==> src/rtl/cpu_multicycle.sv <==
// rtl/cpu_multicycle.sv - multi-cycle MIPS-subset core with one unified req/ready memory port
module cpu_multicycle #(
   parameter logic [31:0] RESET_PC        = 32'h0,
   parameter int          ADDR_W          = 32,
   parameter bit          HALT_ON_ILLEGAL = 1'b1
) (
   input  logic              clk,
   input  logic              rst_n,
   output logic              mem_req,
   output logic              mem_we,
   output logic [ADDR_W-1:0] mem_addr,
   output logic [31:0]       mem_wdata,
   input  logic              mem_ready,
   input  logic [31:0]       mem_rdata,
   output logic              halted,
   output logic [1:0]        trap_cause,
   output logic [31:0]       pc_o
);
   typedef enum logic [2:0] {FETCH, DECODE, EXEC, MEM, WB, HALT} cpuState;

   localparam logic [5:0] OP_RTYPE = 6'h00, OP_J = 6'h02, OP_JAL = 6'h03, OP_BNE = 6'h05;
   localparam logic [5:0] OP_ADDI = 6'h08, OP_XORI = 6'h0E, OP_LW = 6'h23, OP_SW = 6'h2B;
   localparam logic [5:0] FN_JR = 6'h08, FN_ADD = 6'h20, FN_SUB = 6'h22, FN_SLT = 6'h2A;

   cpuState     state, nextState;
   logic [31:0] pc, pcNext, ir, regA, regB, tgt, aluOut, mdr, aluResult;
   logic [31:0] regs [32];
   logic [1:0]  trapNext;
   logic        regWe;
   logic [4:0]  regWaddr;
   logic [31:0] regWdata;

   logic [5:0]  opcode, funct;
   logic [4:0]  rs, rt, rd;
   logic [31:0] sextImm, zextImm, jumpTarget;
   logic        memDone, isLw, isSw, isRAlu, isJr;

   assign opcode     = ir[31:26];
   assign rs         = ir[25:21];
   assign rt         = ir[20:16];
   assign rd         = ir[15:11];
   assign funct      = ir[5:0];
   assign sextImm    = {{16{ir[15]}}, ir[15:0]};
   assign zextImm    = {16'h0, ir[15:0]};
   assign jumpTarget = {pc[31:28], ir[25:0], 2'b00};
   assign memDone    = mem_req & mem_ready;
   assign isLw       = (opcode == OP_LW);
   assign isSw       = (opcode == OP_SW);
   assign isRAlu     = (opcode == OP_RTYPE) &&
                       (funct == FN_ADD || funct == FN_SUB || funct == FN_SLT);
   assign isJr       = (opcode == OP_RTYPE) && (funct == FN_JR);

   assign halted = (state == HALT);
   assign pc_o   = pc;

   // Default path doubles as the LW/SW effective address and ADDI sum.
   always_comb begin
      aluResult = regA + sextImm;
      if (opcode == OP_XORI) begin
         aluResult = regA ^ zextImm;
      end else if (opcode == OP_RTYPE) begin
         case (funct)
            FN_SUB:  aluResult = regA - regB;
            FN_SLT:  aluResult = {31'b0, ($signed(regA) < $signed(regB))};
            default: aluResult = regA + regB;
         endcase
      end
   end

   always_ff @(posedge clk or negedge rst_n) begin
      if (!rst_n) state <= FETCH;
      else        state <= nextState;
   end

   always_comb begin
      nextState = state;
      pcNext    = pc;
      trapNext  = trap_cause;
      regWe     = 1'b0;
      regWaddr  = rt;
      regWdata  = aluOut;
      case (state)
         FETCH: begin
            if (memDone) begin
               nextState = DECODE;
               pcNext    = pc + 32'd4;
            end
         end
         DECODE: nextState = EXEC;
         EXEC: begin
            nextState = FETCH;
            if (isRAlu || opcode == OP_ADDI || opcode == OP_XORI) begin
               nextState = WB;
            end else if (isLw || isSw) begin
               if (aluResult[1:0] != 2'b00) begin
                  nextState = HALT;
                  trapNext  = 2'd2;
               end else begin
                  nextState = MEM;
               end
            end else if (opcode == OP_BNE) begin
               if (regA != regB) pcNext = tgt;
            end else if (opcode == OP_J) begin
               pcNext = jumpTarget;
            end else if (opcode == OP_JAL) begin
               pcNext   = jumpTarget;
               regWe    = 1'b1;
               regWaddr = 5'd31;
               regWdata = pc;
            end else if (isJr) begin
               pcNext = regA;
            end else if (HALT_ON_ILLEGAL) begin
               nextState = HALT;
               trapNext  = 2'd1;
            end
         end
         MEM: begin
            if (memDone) nextState = isLw ? WB : FETCH;
         end
         WB: begin
            nextState = FETCH;
            regWe     = 1'b1;
            if (opcode == OP_RTYPE) regWaddr = rd;
            regWdata  = isLw ? mdr : aluOut;
         end
         HALT: nextState = HALT;
         default: nextState = HALT;
      endcase
   end

   // Bus outputs are set up one edge ahead so a zero-wait access completes in its first cycle.
   always_ff @(posedge clk or negedge rst_n) begin
      if (!rst_n) begin
         pc         <= RESET_PC;
         ir         <= '0;
         regA       <= '0;
         regB       <= '0;
         tgt        <= '0;
         aluOut     <= '0;
         mdr        <= '0;
         trap_cause <= '0;
         mem_req    <= 1'b0;
         mem_we     <= 1'b0;
         mem_addr   <= '0;
         mem_wdata  <= '0;
         for (int i = 0; i < 32; i++) regs[i] <= '0;
      end else begin
         pc         <= pcNext;
         trap_cause <= trapNext;
         if (state == FETCH && memDone) ir <= mem_rdata;
         if (state == DECODE) begin
            regA <= regs[rs];
            regB <= regs[rt];
            tgt  <= pc + (sextImm << 2);
         end
         if (state == EXEC) aluOut <= aluResult;
         if (state == MEM && memDone) mdr <= mem_rdata;
         if (regWe && regWaddr != 5'd0) regs[regWaddr] <= regWdata;
         mem_req <= (nextState == FETCH) || (nextState == MEM);
         if (nextState == FETCH) begin
            mem_addr <= {pcNext[ADDR_W-1:2], 2'b00};
            mem_we   <= 1'b0;
         end else if (nextState == MEM && state == EXEC) begin
            mem_addr  <= aluResult[ADDR_W-1:0];
            mem_we    <= isSw;
            mem_wdata <= regB;
         end
      end
   end
endmodule

==> config.mk <==
export PLATFORM = sky130hd
export DESIGN_NAME = cpu_multicycle
export DESIGN_NICKNAME = d
export VERILOG_FILES = /design/src/rtl/cpu_multicycle.sv
export SDC_FILE = /design/constraint.sdc
export NUM_CORES = 2
export LEC_CHECK = 0
export CORE_MARGIN = 2
export CORE_UTILIZATION = 43
export DETAILED_ROUTE_END_ITERATION = 8
export GPL_TIMING_DRIVEN = 0
export PLACE_DENSITY = 0.63
export SETUP_SLACK_MARGIN = 0.15
export SLEW_MARGIN = 40
export SYNTH_ARGS = -nofsm -noshare
export SYNTH_HDL_FRONTEND = slang
export SYNTH_SLANG_ARGS = --single-unit
==> constraint.sdc <==
create_clock -name clk -period 3.2 [get_ports clk]
set_input_delay 0.64 -clock clk [delete_from_list [all_inputs] [get_ports clk]]
set_output_delay 0.64 -clock clk [all_outputs]
set_load 0.05 [all_outputs]
Word-level counts from Yosys, hierarchy flattened
Index checks and enable logic that the tools add are counted.
{ "word_totals": {"register_bits": 1319, "output_inout_bits": 101, "wordCells": 176} }
{ "op_classes": {"n_addsub": 5, "n_lt_le_gt_ge": 5, "n_eq_ne": 28, "mux": 62, "bitwise": 7, "reduce_logical": 23} }
{ "op_table": {"columns": ["cell", "count"], "rows": [
  ["bitwise mux 1024 bit", 1],
  ["2-to-1 mux 32 bit", 23],
  ["binary-select mux 32 bit (select 5 bit)", 2],
  ["case mux 32 bit (2 select lines)", 3],
  ["demux 32 bit (select 5 bit)", 1],
  ["adder 32 bit", 3],
  ["adder 32 x 3 -> 32 bit, second input constant", 1],
  ["less-than comparator 32 bit", 1],
  ["!= test 32 bit", 1],
  ["subtractor 32 bit", 1],
  ["bitwise XOR 32 x 16 -> 32 bit", 1],
  ["equality test 6 bit, second input constant", 5],
  ["2-to-1 mux 3 bit", 10],
  ["2-to-1 mux 5 bit", 6],
  ["equality test 6 x 4 -> 1 bit, second input constant", 3],
  ["greater-or-equal comparator 6 bit, second input constant", 3],
  ["NOT 5 -> 6 bit", 3],
  ["case mux 3 bit (5 select lines)", 1],
  ["equality test 6 x 2 -> 1 bit, second input constant", 2],
  ["2-to-1 mux 2 bit", 6],
  ["!= test 2 bit, second input constant", 6],
  ["case mux 5 bit (2 select lines)", 1],
  ["equality test 3 x 2 -> 1 bit, second input constant", 3],
  ["logical AND 1 bit", 7],
  ["other kinds (19)", 36]
]} }

Logic depth before layout (Yosys ltp)
{ "logic_depth": {"depth_word": 14, "ltp_mapped": 14} }

Least setup slack after synthesis
Ideal clock, no wire load.
{ "synth_path": {"path_kind": "register to register", "startpoint": "register ir[15]", "endpoint": "register mem_addr[25]", "setup_ns": 0.082, "arrival_ns": 3.317, "path_slack_ns": -0.199, "stages_incl_launch_ff": 12, "path_cell_list": "dfrtp_1 > ha_1 > clkbuf_1 > a21oi_1 > o21ai_1 > a2111oi_2 > a311oi_1 > a221o_1 > nand4_1 > or3b_1 > a21o_1 > o22ai_1"} }
{ "synth_via": {"elab_chain_cells": 5} }
{ "synth_lines": {"columns": ["element", "line", "source"], "rows": [
  ["from (decl)", "26", "logic [31:0] pc, pcNext, ir, regA, regB, tgt, aluOut, mdr, aluResult;"],
  ["from (signal assigned)", "150", "if (state == FETCH && memDone) ir <= mem_rdata;"],
  ["adder 32 bit", "58", "aluResult = regA + sextImm;"],
  ["2-to-1 mux 32 bit", "61", "end else if (opcode == OP_RTYPE) begin"],
  ["2-to-1 mux 32 bit", "59", "if (opcode == OP_XORI) begin"],
  ["2-to-1 mux 32 bit", "163", "end else if (nextState == MEM && state == EXEC) begin"],
  ["2-to-1 mux 32 bit", "160", "if (nextState == FETCH) begin"],
  ["to (signal assigned)", "161", "mem_addr <= {pcNext[ADDR_W-1:2], 2'b00};"],
  ["to (signal assigned)", "164", "mem_addr <= aluResult[ADDR_W-1:0];"],
  ["to (decl)", "11", "output logic [ADDR_W-1:0] mem_addr,"]
]} }
No other way between the ends. The select of a mux whose other input is x is not followed.
A chain may end at the register's enable or synchronous reset.

Worst setup path in the final report
{ "layout_path": {"startpoint": "register regA[0]", "endpoint": "register mem_addr[22]"} }
{ "layout_via": {"elab_chain_cells": 12, "word_cells_on_any_way": 25, "classes_between": "add/sub: 3; order compare: 1; eq/ne: 2; mux: 14; bitwise: 1; reduce/logical: 4"} }
{ "layout_lines": {"columns": ["element", "line", "source"], "rows": [
  ["from (decl)", "26", null],
  ["from (signal assigned)", "152", "regA <= regs[rs];"],
  ["adder 32 bit, or another cell as far along", "65", "default: aluResult = regA + regB;"],
  ["case mux 32 bit (2 select lines)", "62", "case (funct)"],
  ["2-to-1 mux 32 bit", "61", null],
  ["2-to-1 mux 32 bit", "59", null],
  ["nonzero test 2 bit", "95", "if (aluResult[1:0] != 2'b00) begin"],
  ["2-to-1 mux 3 bit", "95", null],
  ["2-to-1 mux 3 bit", "94", "end else if (isLw || isSw) begin"],
  ["2-to-1 mux 3 bit", "92", "if (isRAlu || opcode == OP_ADDI || opcode == OP_XORI) begin"],
  ["case mux 3 bit (5 select lines)", "82", "case (state)"],
  ["equality test 3 x 2 -> 1 bit", "163", null],
  ["logical AND 1 bit", "163", null],
  ["nonzero test 2 bit (no source line)", null, null]
]} }
Parallel ways exist; a longest one is shown, timed or not. The select of a mux whose other input is x is not followed.

==> impl_results.md <==
- Std-Cell Rows: 150
- Final period utilization: 108%
- Final Max Tran Viols: 0
- CTS Buf Count: 147
- Hold Path Class: input pin to async pin
- Reg2reg end: mem_addr[22]
- Top_reg_cell synth: dfrtp_1
- Htree depth: 4
- Remaining antenna violation count after routing: 0
- PwrDens: 394 mW/mm^2
- Setup_tns: -6.24 ns
- Worst slew pin tran: between 1 and 1.5 ns
- Most frequent cell after synthesis: dfrtp_1
- Seq/Total Area, Yosys: 45.7%
- Yosys reg bits: between 1000 and 1500
- Clock share of power: 51.7%
- Final setup violation count: between 50 and 60
- Worst slew margin: a little under a third
- Most frequent cells after synthesis: dfrtp_1, nand2_1, o21ai_0, a21oi_1, nor2_1
- Fill cell count: 14468
- Largest net degree at the start of global routing: roughly 120
- Die height: 414 um
- Longest Clk Path Bufs: 3
- Root Driver: clkbuf_16
- Core area: about 0.17 mm^2
- Number of antenna violations at the first check in global routing: 18
- Vias per std cell: 6.48
- Post-synth top area cell: dfrtp_1
- Mapped Area: roughly 0.072 mm^2
- Comb power frac: 1.3%
- Dominant cells by area after synthesis: dfrtp_1, mux4_2, o21ai_0
- Cells after synthesis: 6648
- Clk pin slew, worst setup/hold paths: 0.07 ns
- Final GP Congestion: ~1.0
- Drt wl/cell: 31.5 um
- Crit path arrival time: 4.16 ns
- Clk sinks: ~1300
- Seq pwr share: a little under half
- Failing checks: negative setup slack
- Chip Width: ~410 um
- Internal: 27400 uW
- Setup crit start kind: flip-flop
- Latest clock arrival within the worst-skew pair: a little over 0.8 ns
- Worst R2R Start: regA[0]
- Static leakage: 0.0381 uW
- Syn Area/Cell: 10.9 um^2
- I/O pins: 136
- Iter 0 DRT Violations: 8616
- FF-to-FF setup slack: -0.26 ns
- Post-synth top area share: ~46%
- Fmax achieved: 289 MHz
- Max IR drop VDD: 0.568 mV
- RSZ-0062 raised after global routing: yes
- First-pass GRT wire length: 431000 um
- Setup ws final: -0.255 ns
- Critical path class: flip-flop to flip-flop
- Cell variety after synth: just over 90
- Number of global-route vias before repair: 61158
- Effective utilization at floorplan: 43.2%
- Final hold vios: 0
- Yosys warns: 0
- Syn Nets: 6811
- Final wirelength: around 300000 um
- Post-synth EDFFs: 0
- Fin nets: 7466
- Max cap viols: 0
- Via count: 62370
- R2R cell count: 16
- Worst Skew: 0.0386 ns
- Pre-Repair DR Iteration Count: 8
- Gr usage total: 35.1%
- Final core occ: between 50% and 60%
- Ys async rst share: between 90% and 100%
- Layout cells sized above 1: 32.0%
- Outcome: finished with violations
- Die area: 0.171 mm^2
- NetSw: 8080 uW
- Final Power: 35500 uW
- Crit path capture type: flip-flop
- Post-detail-place hpwl: 229000 um
- DP Area: 0.0775 mm^2
- Port buffer count: 135
- Finished Cell Area: 0.0901 mm^2
- Switching Share: 22.8%
- CTS tree: built
- DRC errors left: 0
- CP Max Fanout: 3
- Tmin final: 3.46 ns
- Crit path required time: 3.90 ns
- Grt ovf: 0
- Area grow syn2layout: 24.8%
==> cell type report <==
| type | count | area (um^2) | share of cell area, % |
|---|---|---|---|
| clock buffers | 202 | 4230 | 4.69 |
| clock inverters | 67 | 955 | 1.06 |
| well taps | 2204 | 2760 | 3.06 |
| flip-flops and latches | 1319 | 33100 | 36.7 |
| diodes | 4 | 10.0 | 0.0111 |
| repair buffers | 506 | 5200 | 5.77 |
| plain buffers | 624 | 4180 | 4.63 |
| inverters | 91 | 359 | 0.399 |
| multi-input cells | 4614 | 39300 | 43.6 |
==> worst max path at each step <==
stage / from / slack, ns / depth (start not counted) / to
floorplan: pc_o[2] / 0.15 / 13 / tgt[30]
detailed placement: regA[26] / -1.35 / 12 / mem_addr[26]
finish: regA[0] / -0.26 / 16 / mem_addr[22]
global placement: rst_n / -67.57 / 1 / ir[15]
global route: regB[8] / -0.35 / 14 / aluOut[28]
CTS: regB[0] / -0.13 / 14 / aluOut[28]
==> metrics by stage <==
step | cells | hold WS, ns | setup WS (ns)
6_report | 9631 | 0.302 | -0.255
5_1_grt | 9628 | 0.315 | -0.354
4_1_cts | 9550 | 0.275 | -0.133
3_5_place_dp | 9069 | 0.456 | -1.35
3_3_place_gp | 8987 | 0.453 | -67.57
2_1_floorplan | 6648 | 0.344 | 0.153
==> cells in the final DEF (no fill, tap or decap), drive strengths merged, types with 16 or more instances in the layout <==
| master | instances |
|---|---|
| a211oi | 21 |
| a21o | 54 |
| a21oi | 690 |
| a222oi | 34 |
| a22oi | 21 |
| a31oi | 24 |
| and3 | 32 |
| buf | 560 |
| bufinv | 16 |
| clkbuf | 633 |
| clkdlybuf4s50 | 130 |
| clkinv | 34 |
| dfrtp | 1319 |
| ha | 124 |
| inv | 97 |
| mux2 | 69 |
| mux2i | 82 |
| mux4 | 640 |
| nand2 | 802 |
| nand2b | 23 |
| nand3 | 59 |
| nand4 | 24 |
| nor2 | 693 |
| nor2b | 19 |
| nor3 | 48 |
| o211ai | 22 |
| o21a | 16 |
| o21ai | 751 |
| o221ai | 30 |
| o22ai | 29 |
| o31ai | 21 |
| or3 | 19 |
| xnor2 | 42 |
| xor2 | 21 |
==> cells by family (layout without fill, tap and decap cells) <==
kind of cell,after synthesis,after routing,synth area share (%)
buffers and inverters,717,1490,4.06
xor gates and xnor gates,63,63,0.764
muxes,791,791,22.2
adders and majority gates,128,128,2.26
and+or+nand+nor,1768,1770,10.3
AOI/OAI and AO/OA,1862,1862,14.8
DFF,1319,1319,45.7
other,0,4,0
==> power groups by stage <==
stage                     registers, uW  logic [uW]  clock network, uW
final                             16700         460              18400
after global routing              16700         526              19100
after CTS                         16700         470              18400
after detailed placement          17000         468                  0
after global placement            17100         262                  0
after floorplan                   17000       0.724                  0
==> repair_timing <==
| action | 4_1_cts | 5_1_grt |
|---|---|---|
| gates resized for setup | 1056 | 486 |
| endpoints found under the setup margin | 1254 | 1269 |
| endpoints found under the hold margin | 176 | 0 |
| hold buffers | 1 | 0 |
| buffers inserted | 195 | 74 |
| cloned | 17 | 3 |
| pin swaps | 154 | 150 |
==> metal layers <==
metal / global-route usage (%) / part of all wire, % / vias to the layer above / routed length (um)
li1: - / - / 25799 / -
met1: 45.9 / 38 / 31984 / 115000
met2: 54.0 / 45 / 3705 / 137000
met3: 8.28 / 10 / 868 / 30900
met4: 19.8 / 6.8 / 14 / 20500
met5: 0 / 0.033 / - / 100
==> worst max-delay path, cell delays in order (launching register included) <==
cell and delay [ns]:
dfrtp_2 0.45, inv_2 0.09, ha_4 0.14, inv_2 0.03, fa_2 0.35, nand3_2 0.10, a21oi_4 0.07, o41a_1 0.43
or2_4 0.30, buf_4 0.16, a211oi_4 0.24, mux2i_1 0.25, a21oi_2 0.10, nor3_4 0.23, a211oi_4 0.07, buf_12 0.17
a21o_1 0.17
==> flip-flops by register name, indices dropped and copies added (netlist names) <==
signal,count
aluOut,32
ir,32
mdr,32
mem_addr,32
mem_req,1
mem_wdata,32
mem_we,1
pc_o,32
regA,32
regB,32
regs,1024
state,3
tgt,32
trap_cause,2
(Power assumes the default switching activity.)
